===== config.mk =====
export PLATFORM = sky130hd
export DESIGN_NAME = instr_fetch_unit_flat
export DESIGN_NICKNAME = d
export VERILOG_FILES = /design/src/rtl/instr_fetch_unit_if.sv /design/src/rtl/instr_fetch_unit.sv /design/src/flat_wrapper.sv
export SDC_FILE = /design/constraint.sdc
export NUM_CORES = 1
export LEC_CHECK = 0
export BUFFER_PORTS_ARGS = -buffer_cell sky130_fd_sc_hd__buf_2
export CAP_MARGIN = 20
export CORE_MARGIN = 2
export CORE_UTILIZATION = 50
export CTS_BUF_LIST = sky130_fd_sc_hd__clkbuf_4
export DETAILED_ROUTE_END_ITERATION = 12
export HOLD_SLACK_MARGIN = 0.15
export MAX_ROUTING_LAYER = met4
export PLACE_DENSITY = 0.71
export SLEW_MARGIN = 10
export SYNTH_ARGS = -nofsm -noshare
export SYNTH_HDL_FRONTEND = slang
export SYNTH_SLANG_ARGS = --single-unit

===== constraint.sdc =====
create_clock -name clk -period 15.2 [get_ports clk]
set_clock_uncertainty 0.1 [all_clocks]
set_input_delay 3.8 -clock clk [delete_from_list [all_inputs] [get_ports clk]]
set_output_delay 3.8 -clock clk [all_outputs]
set_load 0.1 [all_outputs]

===== src/rtl/instr_fetch_unit_if.sv =====
// Fetch-unit bus bundle: instruction-memory port, redirect input and the
// valid/ready instruction stream toward the datapath.
interface instr_fetch_unit_if #(
  parameter int IMEM_AW = 5
);
  logic               imem_req;
  logic [IMEM_AW-1:0] imem_addr;
  logic [31:0]        imem_data;
  logic               redirect_valid;
  logic [31:0]        redirect_pc;
  logic               inst_valid;
  logic               inst_ready;
  logic [31:0]        inst_data;
  logic [31:0]        inst_pc;
  logic               inst_fault;

  // The fetch unit itself.
  modport master (
    output imem_req, imem_addr, inst_valid, inst_data, inst_pc, inst_fault,
    input  imem_data, redirect_valid, redirect_pc, inst_ready
  );

  // Instruction memory plus datapath side.
  modport slave (
    input  imem_req, imem_addr, inst_valid, inst_data, inst_pc, inst_fault,
    output imem_data, redirect_valid, redirect_pc, inst_ready
  );
endinterface


===== src/rtl/instr_fetch_unit.sv =====
// Sequential instruction fetch with a 1-cycle synchronous memory, a 2-entry
// delivery queue, credit-based issue and redirect/misaligned-fault handling.
module instr_fetch_unit #(
  parameter logic [31:0] RESET_PC = 32'h0000_0000,
  parameter int          IMEM_AW  = 5
) (
  input logic               clk,
  input logic               rst,
  instr_fetch_unit_if.master bus
);

  typedef enum logic [1:0] {RUN, FAULT, HALT} state_t;

  state_t      state;
  logic [31:0] fetch_pc;
  logic [31:0] inflight_pc;
  logic [31:0] fault_pc;
  logic        inflight;
  logic [31:0] fifo_data [2];
  logic [31:0] fifo_pc   [2];
  logic        head;
  logic [1:0]  count;

  logic        pop;
  logic        fifo_pop;
  logic        push;
  logic        issue;
  logic        tail;
  logic [1:0]  occ;

  assign pop      = bus.inst_valid & bus.inst_ready;
  assign fifo_pop = pop && (state == RUN);
  assign push     = inflight && !bus.redirect_valid && !rst;
  assign tail     = head ^ count[0];
  assign occ      = count + {1'b0, inflight};

  // A pop in this cycle frees one credit, so issue may run one slot ahead.
  assign issue = (state == RUN) && !rst && !bus.redirect_valid &&
                 ((occ < 2'd2) || (fifo_pop && (occ < 2'd3)));

  assign bus.imem_req  = issue;
  assign bus.imem_addr = fetch_pc[IMEM_AW+1:2];

  always_comb begin
    // NOTE: every output gets a default first so no path leaves it unassigned, which would infer a latch.
    bus.inst_valid = 1'b0;
    bus.inst_fault = 1'b0;
    bus.inst_data  = 32'h0;
    bus.inst_pc    = 32'h0;
    if (!rst) begin
      unique case (state)
        RUN: begin
          if (count != 2'd0) begin
            bus.inst_valid = 1'b1;
            bus.inst_data  = fifo_data[head];
            bus.inst_pc    = fifo_pc[head];
          end
        end
        FAULT: begin
          bus.inst_valid = 1'b1;
          bus.inst_fault = 1'b1;
          bus.inst_pc    = fault_pc;
        end
        default: ;
      endcase
    end
  end

  // NOTE: state registers use non-blocking assignments so every flop samples pre-edge values.
  always_ff @(posedge clk) begin
    if (rst) begin
      state       <= RUN;
      fetch_pc    <= RESET_PC;
      inflight    <= 1'b0;
      inflight_pc <= 32'h0;
      fault_pc    <= 32'h0;
      head        <= 1'b0;
      count       <= 2'd0;
    end else if (bus.redirect_valid) begin
      // Redirect flushes everything, including a head offered this cycle.
      count    <= 2'd0;
      head     <= 1'b0;
      inflight <= 1'b0;
      if (bus.redirect_pc[1:0] == 2'b00) begin
        fetch_pc <= bus.redirect_pc;
        state    <= RUN;
      end else begin
        fault_pc <= bus.redirect_pc;
        state    <= FAULT;
      end
    end else begin
      inflight <= issue;
      if (issue) begin
        fetch_pc    <= fetch_pc + 32'd4;
        inflight_pc <= fetch_pc;
      end
      if (fifo_pop) head <= ~head;
      count <= count + {1'b0, push} - {1'b0, fifo_pop};
      if ((state == FAULT) && pop) state <= HALT;
    end
  end

  // NOTE: queue storage is not reset; count alone says which entries are meaningful.
  always_ff @(posedge clk) begin
    if (push) begin
      fifo_data[tail] <= bus.imem_data;
      fifo_pc[tail]   <= inflight_pc;
    end
  end

  no_overflow: assert property (@(posedge clk) disable iff (rst)
    !(push && !fifo_pop && (count == 2'd2)));

endmodule

===== src/flat_wrapper.sv =====
// flat-port wrapper written by rule: the top's interface ports become plain ports
module instr_fetch_unit_flat 
#(
  parameter logic [31:0] RESET_PC = 32'h0000_0000,
  parameter int          IMEM_AW  = 5
)
  (clk, rst, bus_imem_req, bus_imem_addr, bus_inst_valid, bus_inst_data, bus_inst_pc, bus_inst_fault, bus_imem_data, bus_redirect_valid, bus_redirect_pc, bus_inst_ready);
  instr_fetch_unit_if #(.IMEM_AW(IMEM_AW)) bus_i ();
  input logic clk;
  input logic rst;
  output wire logic [$bits(bus_i.imem_req)-1:0] bus_imem_req;
  output wire logic [$bits(bus_i.imem_addr)-1:0] bus_imem_addr;
  output wire logic [$bits(bus_i.inst_valid)-1:0] bus_inst_valid;
  output wire logic [$bits(bus_i.inst_data)-1:0] bus_inst_data;
  output wire logic [$bits(bus_i.inst_pc)-1:0] bus_inst_pc;
  output wire logic [$bits(bus_i.inst_fault)-1:0] bus_inst_fault;
  input wire logic [$bits(bus_i.imem_data)-1:0] bus_imem_data;
  input wire logic [$bits(bus_i.redirect_valid)-1:0] bus_redirect_valid;
  input wire logic [$bits(bus_i.redirect_pc)-1:0] bus_redirect_pc;
  input wire logic [$bits(bus_i.inst_ready)-1:0] bus_inst_ready;
  assign bus_imem_req = bus_i.imem_req;
  assign bus_imem_addr = bus_i.imem_addr;
  assign bus_inst_valid = bus_i.inst_valid;
  assign bus_inst_data = bus_i.inst_data;
  assign bus_inst_pc = bus_i.inst_pc;
  assign bus_inst_fault = bus_i.inst_fault;
  assign bus_i.imem_data = bus_imem_data;
  assign bus_i.redirect_valid = bus_redirect_valid;
  assign bus_i.redirect_pc = bus_redirect_pc;
  assign bus_i.inst_ready = bus_inst_ready;
  instr_fetch_unit #(.RESET_PC(RESET_PC), .IMEM_AW(IMEM_AW)) u_core (.clk(clk), .rst(rst), .bus(bus_i));
endmodule

==> summary.md, run 1 <==
| Metric | Value |
|---|---|
| Outcome | finished, final reports clean |
| Synthesis Warnings | 0 |
| Power per Cell Area | 114.8 mW/mm² |
| Setup TNS | 0 ns |
| Proportion of layout cells with a drive suffix above 1 | 25.91% |
| DRC | 0 |
| PortBufs | 139 |
| DP HPWL | 14650 µm |
| Max_cap viols | 0 |
| Clock sink count | 231 |
| First-pass GRT wire length | 36290 µm |
| Skew-Pair Late Insertion Delay | 0.66 ns |
| Final min period | 10.15 ns |
| Die Area | 0.02051 mm² |
| Cell taking the most area after synthesis | edfxtp_1 |
| Pre-CTS setup slack | 5.056 ns |
| Final Cycle Share | 66.75% |
| Final Max Slew Viols | 0 |
| Post-synthesis sequential area ratio | 60.94% |
| # Post-CTS Setup Buffers | 0 |
| EDFF count, synth | 128 |
| Nets | 1124 |
| Die Height | 143.2 µm |
| Worst r2r src | u_core.state[0] |
| Int Pwr | 0.0009801 W |
| Clock transition at the registers of the reported paths | 0.07 ns |
| CP Max Fanout | 54 |
| Post-Syn Instances | 913 |
| Post-synth top flop | edfxtp_1 |
| LEAKAGE | 4.084 nW |
| Synth top area cells | edfxtp_1 40%, dfxtp_1 21%, nand2_1 6.8% |
| Largest net degree at the start of global routing | 65 |
| CTS buffer count | 57 |
| Yosys cell types | 58 |
| Top cells by count, synth | 176 x nand2_1, 128 x edfxtp_1, 103 x dfxtp_1 |
| Area growth from synthesis to layout | 16.72% |
| Final ANT Viol Nets | 0 |
| Most common cell in the netlist | nand2_1 |
| Mean Syn Cell Area | 10.61 µm² |
| Synth Cell Area | 0.009691 mm² |
| Vias | 7379 |
| CP required | 11.30 ns |
| Core area | 0.01883 mm² |
| TritonCTS clock tree | yes |
| # resized after CTS | 0 |
| GP Congestion | 0.8634 |
| Die Width | 143.2 µm |
| Final Hold Fails | 0 |
| Switching pwr | 0.0003187 W |
| RSZ-0062 raised after global routing | false |
| Maximum vdd drop | 0.04125 mV |
| Async SR Flop Fraction | 0% |
| Placed insts | 1252 |
| Non-Filler Instances | 1362 |
| Initial Util | 51.46% |
| Synth Register Bits | 231 |
| R2R Setup Slk | 11.89 ns |
| Post-DR wirelength/cell | 17.26 µm |
| Worst rel slew slack | 32.90% |
| Sw Share | 24.54% |
| CTS root buf | clkbuf_4 |
| Worst-Margin Slew | 1.006 ns |
| Fmax | 0.09856 GHz |
| Clk pwr share | 40.1% |
| Worst setup EP type | output pin |
| Sequential share of power | 52.8% |
| Dpl cell area | 0.01051 mm² |
| H-tree levels | 2 |
| DR iter-0 viols | 413 |
| Drt pass-1 iters | 5 |
| Initial antenna violation count | 2 |
| Startpoint class of the critical path | input pin |
| Max Buffers Root-to-Sink | 3 |
| Reg2reg path depth | 8 |
| Hold-fix buffers, CTS | 0 |
| R2r endpoint | u_core.count[1] |
| HP Class | flip-flop to flip-flop |
| CP arrival | 6.25 ns |
| Hold path depth | 0 |
| Tot GR Track Use | 23.48% |
| Final WL | 23510 µm |
| Via/cell ratio | 5.418 |
| Kind of critical path | input pin to output pin |
| Finished Cell Area | 0.01131 mm² |
| Top cell type's share of synthesized area | 39.66% |
| Synth Net Count | 985 |
| Setup ws final | 5.054 ns |
| Io pins | 140 |
| Vias in the first global route | 7049 |
| Hold EP | u_core.fifo_pc[1][5] |
| Gate power share | 7.1% |
| HP Start | u_core.inflight_pc[5] |
| Site row count | 50 |
| Final setup violation count | 0 |
| GRT overflow | 0 |
| Hold_ws | 0.3478 ns |
## sequential cells by signal, summed over array words and instances (netlist names), named ones only
name                count
u_core.state            2
u_core.head             1
u_core.fifo_data       64
u_core.fault_pc        32
u_core.inflight_pc     32
u_core.inflight         1
u_core.fifo_pc         64
u_core.count            2
u_core.fetch_pc        32
## layout by cell type (no fill, tap or decap), types with 11 or more instances in the layout
cell,netlist,routed
mux2i_1,55,55
a22oi_1,14,14
a21oi_1,93,93
buf_2,13,139
mux2_2,13,13
clkbuf_4,0,96
nand2_1,176,176
nor2_1,68,66
buf_4,7,13
edfxtp_1,128,128
dfxtp_1,103,102
a211oi_1,11,11
o21ai_0,41,40
nor3_1,13,13
inv_1,11,11
nand3_1,18,18
## kinds of logic after synthesis
group	synth area share, %
AND/OR/NAND/NOR	14.99
flip-flops	60.94
AO/OA/AOI/OAI	12.27
buffers and inverters	3.731
multiplexers	7.192
XOR/XNOR	0.3616
adder cells (fa/ha/maj)	0.5165
## layer usage
metal,vias to the layer above,global-route usage [%],part of all wire [%]
li1,3598,-,-
met1,3456,29.34,44
met2,288,38.03,47
met3,37,5.064,7.2
met4,0,8.204,2.2
met5,-,-,0
## critical path: stages
cell	delay [ns]
buf_2	0.10
buf_4	0.29
or2_2	0.50
nor2_1	0.55
buf_4	0.36
nand2_1	0.07
o21ai_0	0.09
buf_2	0.47
## layout make-up
cell class,instances,area [µm²]
fill,1633,7520
sequential,231,5909
clock buffer,96,720.7
inverter,12,45.04
antenna,2,5.005
clock inverter,11,45.04
timing repair buffer,153,820.8
multi-input combinational,597,3440
tap,260,325.3
## power by group through the flow
stage / Combinational (W) / Sequential [W] / Clock, W
floorplan: 0.0000685 / 0.000693 / 0
global placement: 0.0000907 / 0.000698 / 0
detailed placement: 0.0000921 / 0.000699 / 0
CTS: 0.0000924 / 0.000685 / 0.000537
global route: 0.000100 / 0.000687 / 0.000572
finish: 0.0000925 / 0.000685 / 0.000521
## worst max path at each step
stage                     slack, ns              end  startpoint
after floorplan                4.38  bus_inst_pc[23]         rst
after global placement         5.15   bus_inst_pc[3]         rst
after detailed placement       5.06  bus_inst_pc[20]         rst
after CTS                      5.05  bus_inst_pc[20]         rst
after global routing           4.86  bus_inst_pc[24]         rst
final                          5.05  bus_inst_pc[20]         rst
## per-stage QoR
stage	total power, W	util [%]
3_3_place_gp	0.0007890	55.83
5_1_grt	0.001359	60.07
3_5_place_dp	0.0007910	55.83
6_report	0.001299	60.07
4_1_cts	0.001315	59.89
2_1_floorplan	0.0007610	-
No activity file was read; power rests on OpenSTA's default activity.
==> run 2: changes to the inputs <==
==> constraint.sdc (replaced) <==
create_clock -name clk -period 10.4 [get_ports clk]
set_clock_uncertainty 0.1 [all_clocks]
set_input_delay 2.6 -clock clk [delete_from_list [all_inputs] [get_ports clk]]
set_output_delay 2.6 -clock clk [all_outputs]
set_load 0.1 [all_outputs]
==> summary.md, run 2 (synthesis results as in run 1) <==
| Metric | Value |
|---|---|
| Outcome | finished, final reports clean |
| Hold_ws | 0.3447 ns |
| DRC | 0 |
| Core area | 0.01883 mm² |
| Clk pwr share | 40.7% |
| DP HPWL | 15000 µm |
| CTS root buf | clkbuf_4 |
| HP Class | flip-flop to flip-flop |
| Nets | 1124 |
| HP Start | u_core.inflight_pc[18] |
| Slowest Stage Delay on Critical Path | 0.61 ns |
| CTS buffer count | 58 |
| Largest net degree at the start of global routing | 92 |
| Power per Cell Area | 169.7 mW/mm² |
| Die Width | 143.2 µm |
| Die Height | 143.2 µm |
| Hold-fix buffers, CTS | 0 |
| PortBufs | 139 |
| Reg area | 0.005909 mm² |
| Delay-heaviest family, CP | simple AND/OR/NAND/NOR gates |
| Initial antenna violation count | 0 |
| Fmax | 0.1333 GHz |
| Tot GR Track Use | 23.76% |
| H-tree levels | 2 |
| CP Max Fanout | 14 |
| Vias | 7503 |
| Switching pwr | 0.0004659 W |
| Sequential share of power | 52.2% |
| GRT overflow | 0 |
| R2r endpoint | u_core.count[1] |
| Int Pwr | 0.001454 W |
| Gate power share | 7.1% |
| Site row count | 50 |
| Clock sink count | 231 |
| Filler cell count in the final layout | 1640 |
| Area growth from synthesis to layout | 16.73% |
| Clock transition at the registers of the reported paths | 0.06 ns |
| Skew-Pair Late Insertion Delay | 0.67 ns |
| RSZ-0062 raised after global routing | false |
| Hold path depth | 0 |
| Final Hold Fails | 0 |
| Vias in the first global route | 7145 |
| Hold EP | u_core.fifo_pc[0][18] |
| Worst r2r src | u_core.state[0] |
| Sw Share | 24.27% |
| Via/cell ratio | 5.517 |
| Pwr Total | 0.001920 W |
| Final min period | 7.504 ns |
| GP Congestion | 0.8871 |
| Dpl cell area | 0.01052 mm² |
| Commonest non-fill, non-tap cell in the layout | nand2_1 |
| Final setup violation count | 0 |
| Io pins | 140 |
| Final WL | 23650 µm |
| CP cell instances | buf_2, or2_2, nor2_1, buf_4, nand2_1, o21ai_0, buf_2 |
| Final core utilization | 60.07% |
| Final ANT Viol Nets | 0 |
| DR iter-0 viols | 549 |
| Final Max Slew Viols | 0 |
| Worst setup EP type | output pin |
| LEAKAGE | 4.089 nW |
| Worst-Margin Slew | 1.020 ns |
| Regs by FF count | u_core.fifo_data (64), u_core.fifo_pc (64) |
| # Post-CTS Setup Buffers | 0 |
| Drt pass-1 iters | 5 |
| Post-DR wirelength/cell | 17.39 µm |
| Levels on crit path | 7 |
| Worst rel slew slack | 31.76% |
| Most used cell, CP | buf_2 |
| Most frequent cells in the layout | 176 x nand2_1, 139 x buf_2, 128 x edfxtp_1 |
| CP arrival | 4.80 ns |
| Max Buffers Root-to-Sink | 3 |
| Kind of critical path | input pin to output pin |
| Area of the multi-input gates | 0.003447 mm² |
| Die Area | 0.02051 mm² |
| Buf/Inv on CP | 3 |
| Maximum vdd drop | 0.08606 mV |
| # resized after CTS | 0 |
| Setup TNS | 0 ns |
| Reg2reg path depth | 8 |
| Proportion of layout cells with a drive suffix above 1 | 26.18% |
| Worst path slowest cell | nor2_1 |
| CP required | 7.70 ns |
| First-pass GRT wire length | 36750 µm |
| Max_cap viols | 0 |
| Startpoint class of the critical path | input pin |
| Final Cycle Share | 72.16% |
| Initial Util | 51.46% |
| TritonCTS clock tree | yes |
| Finished Cell Area | 0.01131 mm² |
| R2R Setup Slk | 7.12 ns |
| Ant diodes | 0 |
run 2: power by group through the flow:
stage	Sequential, W	Clock, W	Combinational [W]
global route	0.00100	0.000853	0.000146
finish	0.00100	0.000782	0.000135
CTS	0.00100	0.000802	0.000135
floorplan	0.00101	0	0.000100
global placement	0.00102	0	0.000133
detailed placement	0.00102	0	0.000135
run 2: layout make-up:
cell class / count / share of cell area [%]
multi-input combinational: 597 / 30.47
clock inverter: 6 / 0.2323
sequential: 231 / 52.24
clock buffer: 102 / 6.769
timing repair buffer: 152 / 7.012
tap: 260 / 2.876
inverter: 12 / 0.3982
run 2: through the flow:
| stage | std cells | worst slack [ns] |
|---|---|---|
| 2_1_floorplan | 913 | 1.977 |
| 3_3_place_gp | 1252 | 3.031 |
| 3_5_place_dp | 1252 | 2.920 |
| 4_1_cts | 1360 | 2.919 |
| 5_1_grt | 1360 | 2.789 |
| 6_report | 1360 | 2.896 |
run 2: worst max path at each step:
stage,start,to,slack [ns]
3_3_place_gp,rst,bus_inst_pc[3],3.03
2_1_floorplan,rst,bus_inst_pc[23],1.98
5_1_grt,rst,bus_inst_pc[29],2.79
3_5_place_dp,rst,bus_inst_pc[29],2.92
4_1_cts,rst,bus_inst_pc[29],2.92
6_report,rst,bus_inst_pc[29],2.90
run 2: layer usage:
layer / share of wire (%) / GRT usage (%) / vias up
li1: - / - / 3593
met1: 43 / 30.05 / 3570
met2: 47 / 37.72 / 288
met3: 7.2 / 4.762 / 52
met4: 2.3 / 9.546 / 0
met5: 0 / - / -
==> run 3: changes to the inputs <==
==> constraint.sdc (replaced) <==
create_clock -name clk -period 7.1 [get_ports clk]
set_clock_uncertainty 0.1 [all_clocks]
set_input_delay 1.775 -clock clk [delete_from_list [all_inputs] [get_ports clk]]
set_output_delay 1.775 -clock clk [all_outputs]
set_load 0.1 [all_outputs]
==> summary.md, run 3 (synthesis results as in run 1) <==
| Metric | Value |
|---|---|
| PortBufs | 139 |
| Crit path from | rst |
| TritonCTS clock tree | yes |
| Clock sink count | 231 |
| Kind of critical path | input pin to output pin |
| Regs by FF count | u_core.fifo_data (64), u_core.fifo_pc (64) |
| Nets | 1122 |
| Hold-fix buffers, CTS | 0 |
| CTS root buf | clkbuf_4 |
| Largest net degree at the start of global routing | 77 |
| Die Area | 0.02051 mm² |
| First-pass GRT wire length | 36080 µm |
| CTS buffer count | 56 |
| Die Width | 143.2 µm |
| H-tree levels | 2 |
| Proportion of layout cells with a drive suffix above 1 | 25.41% |
| Commonest non-fill, non-tap cell in the layout | nand2_1 |
| Tot GR Track Use | 23.19% |
| Clock transition at the registers of the reported paths | 0.07 ns |
| Worst setup EP type | output pin |
| Site row count | 50 |
| Final WL | 23440 µm |
| CP required | 5.22 ns |
| Max Buffers Root-to-Sink | 3 |
| CP arrival | 3.97 ns |
| Final setup violation count | 0 |
| GP Congestion | 0.8973 |
| R2R Setup Slk | 3.81 ns |
| Maximum vdd drop | 0.1393 mV |
| CP Max Fanout | 53 |
| Final min period | 5.841 ns |
| Outcome | finished, final reports clean |
| Fmax | 0.1712 GHz |
| Final Hold Fails | 0 |
| Power per Cell Area | 242.5 mW/mm² |
| Hold path depth | 0 |
| Worst-Margin Slew | 1.084 ns |
| Worst r2r src | u_core.state[0] |
| HP Class | flip-flop to flip-flop |
| Post-DR wirelength/cell | 17.25 µm |
| Vias | 7445 |
| Initial antenna violation count | 1 |
| Most frequent cells in the layout | 176 x nand2_1, 128 x edfxtp_1, 119 x buf_2 |
| Max_cap viols | 0 |
| HP Start | u_core.inflight_pc[18] |
| RSZ-0062 raised after global routing | false |
| Startpoint class of the critical path | input pin |
| Final ANT Viol Nets | 0 |
| Skew-Pair Late Insertion Delay | 0.68 ns |
| Worst rel slew slack | 27.73% |
| Setup TNS | 0 ns |
| DRC | 0 |
| Drt pass-1 iters | 5 |
| # resized after CTS | 0 |
| Via/cell ratio | 5.478 |
| # Post-CTS Setup Buffers | 0 |
| DR iter-0 viols | 543 |
| Vias in the first global route | 7090 |
| Non-Filler Instances | 1359 |
| Io pins | 140 |
| Area growth from synthesis to layout | 19.68% |
| Reg2reg path depth | 8 |
| Final Max Slew Viols | 0 |
| Initial Util | 51.46% |
| Placed insts | 1252 |
| R2r endpoint | u_core.count[1] |
| LEAKAGE | 4.118 nW |
| DP HPWL | 14680 µm |
| Final Cycle Share | 82.27% |
| GRT overflow | 0 |
| Hold EP | u_core.fifo_pc[1][18] |
| Die Height | 143.2 µm |
| Core area | 0.01883 mm² |
-- run 3: metrics by stage --
step | utilization (%) | instance area, µm² | hold WS, ns | total power, W | worst slack, ns
after floorplan | - | 9691 | 0.3254 | 0.001629 | 0.3271
after global placement | 57.46 | 10820 | 0.3304 | 0.001695 | 1.328
after detailed placement | 57.46 | 10820 | 0.3345 | 0.001700 | 1.209
after CTS | 61.57 | 11590 | 0.3415 | 0.002845 | 1.217
after global routing | 61.59 | 11600 | 0.3634 | 0.002934 | 1.104
final | 61.59 | 11600 | 0.3475 | 0.002813 | 1.259
-- run 3: final cells by class --
class,instances,area [µm²]
Inverter,12,45.04
Fill cell,1594,7233
Antenna cell,1,2.502
Multi-Input combinational cell,597,3447
Sequential cell,231,5909
Clock buffer,92,690.7
Clock inverter,14,83.83
Timing Repair Buffer,152,1094
Tap cell,260,325.3
-- run 3: power breakdown --
group | switching [W] | internal, W | total [W]
sequential | 0.0000304 | 0.00144 | 0.00147
combinational | 0.000146 | 0.0000598 | 0.000206
clock | 0.000519 | 0.000621 | 0.00114
-- run 3: critical path, stage by stage --
cell	delay, ns
buf_2	0.25
or4_2	1.17
o21ai_0	0.52
buf_12	0.23
-- run 3: worst max path at each step --
stage	end	slack, ns	depth (start not counted)
after floorplan	bus_inst_pc[23]	0.33	5
after global placement	bus_inst_pc[15]	1.33	4
after detailed placement	bus_inst_pc[20]	1.21	4
after CTS	bus_inst_pc[20]	1.22	4
after global routing	bus_inst_pc[20]	1.10	4
final	bus_inst_pc[20]	1.26	4
-- run 3: per-layer routing --
| metal | vias to the layer above | GRT usage (%) | routed length, µm |
|---|---|---|---|
| li1 | 3591 | - | - |
| met3 | 47 | 5.500 | 1917 |
| met4 | 0 | 7.946 | 410 |
| met1 | 3498 | 29.05 | 10070 |
| met2 | 309 | 37.19 | 11040 |
| met5 | - | - | 0 |
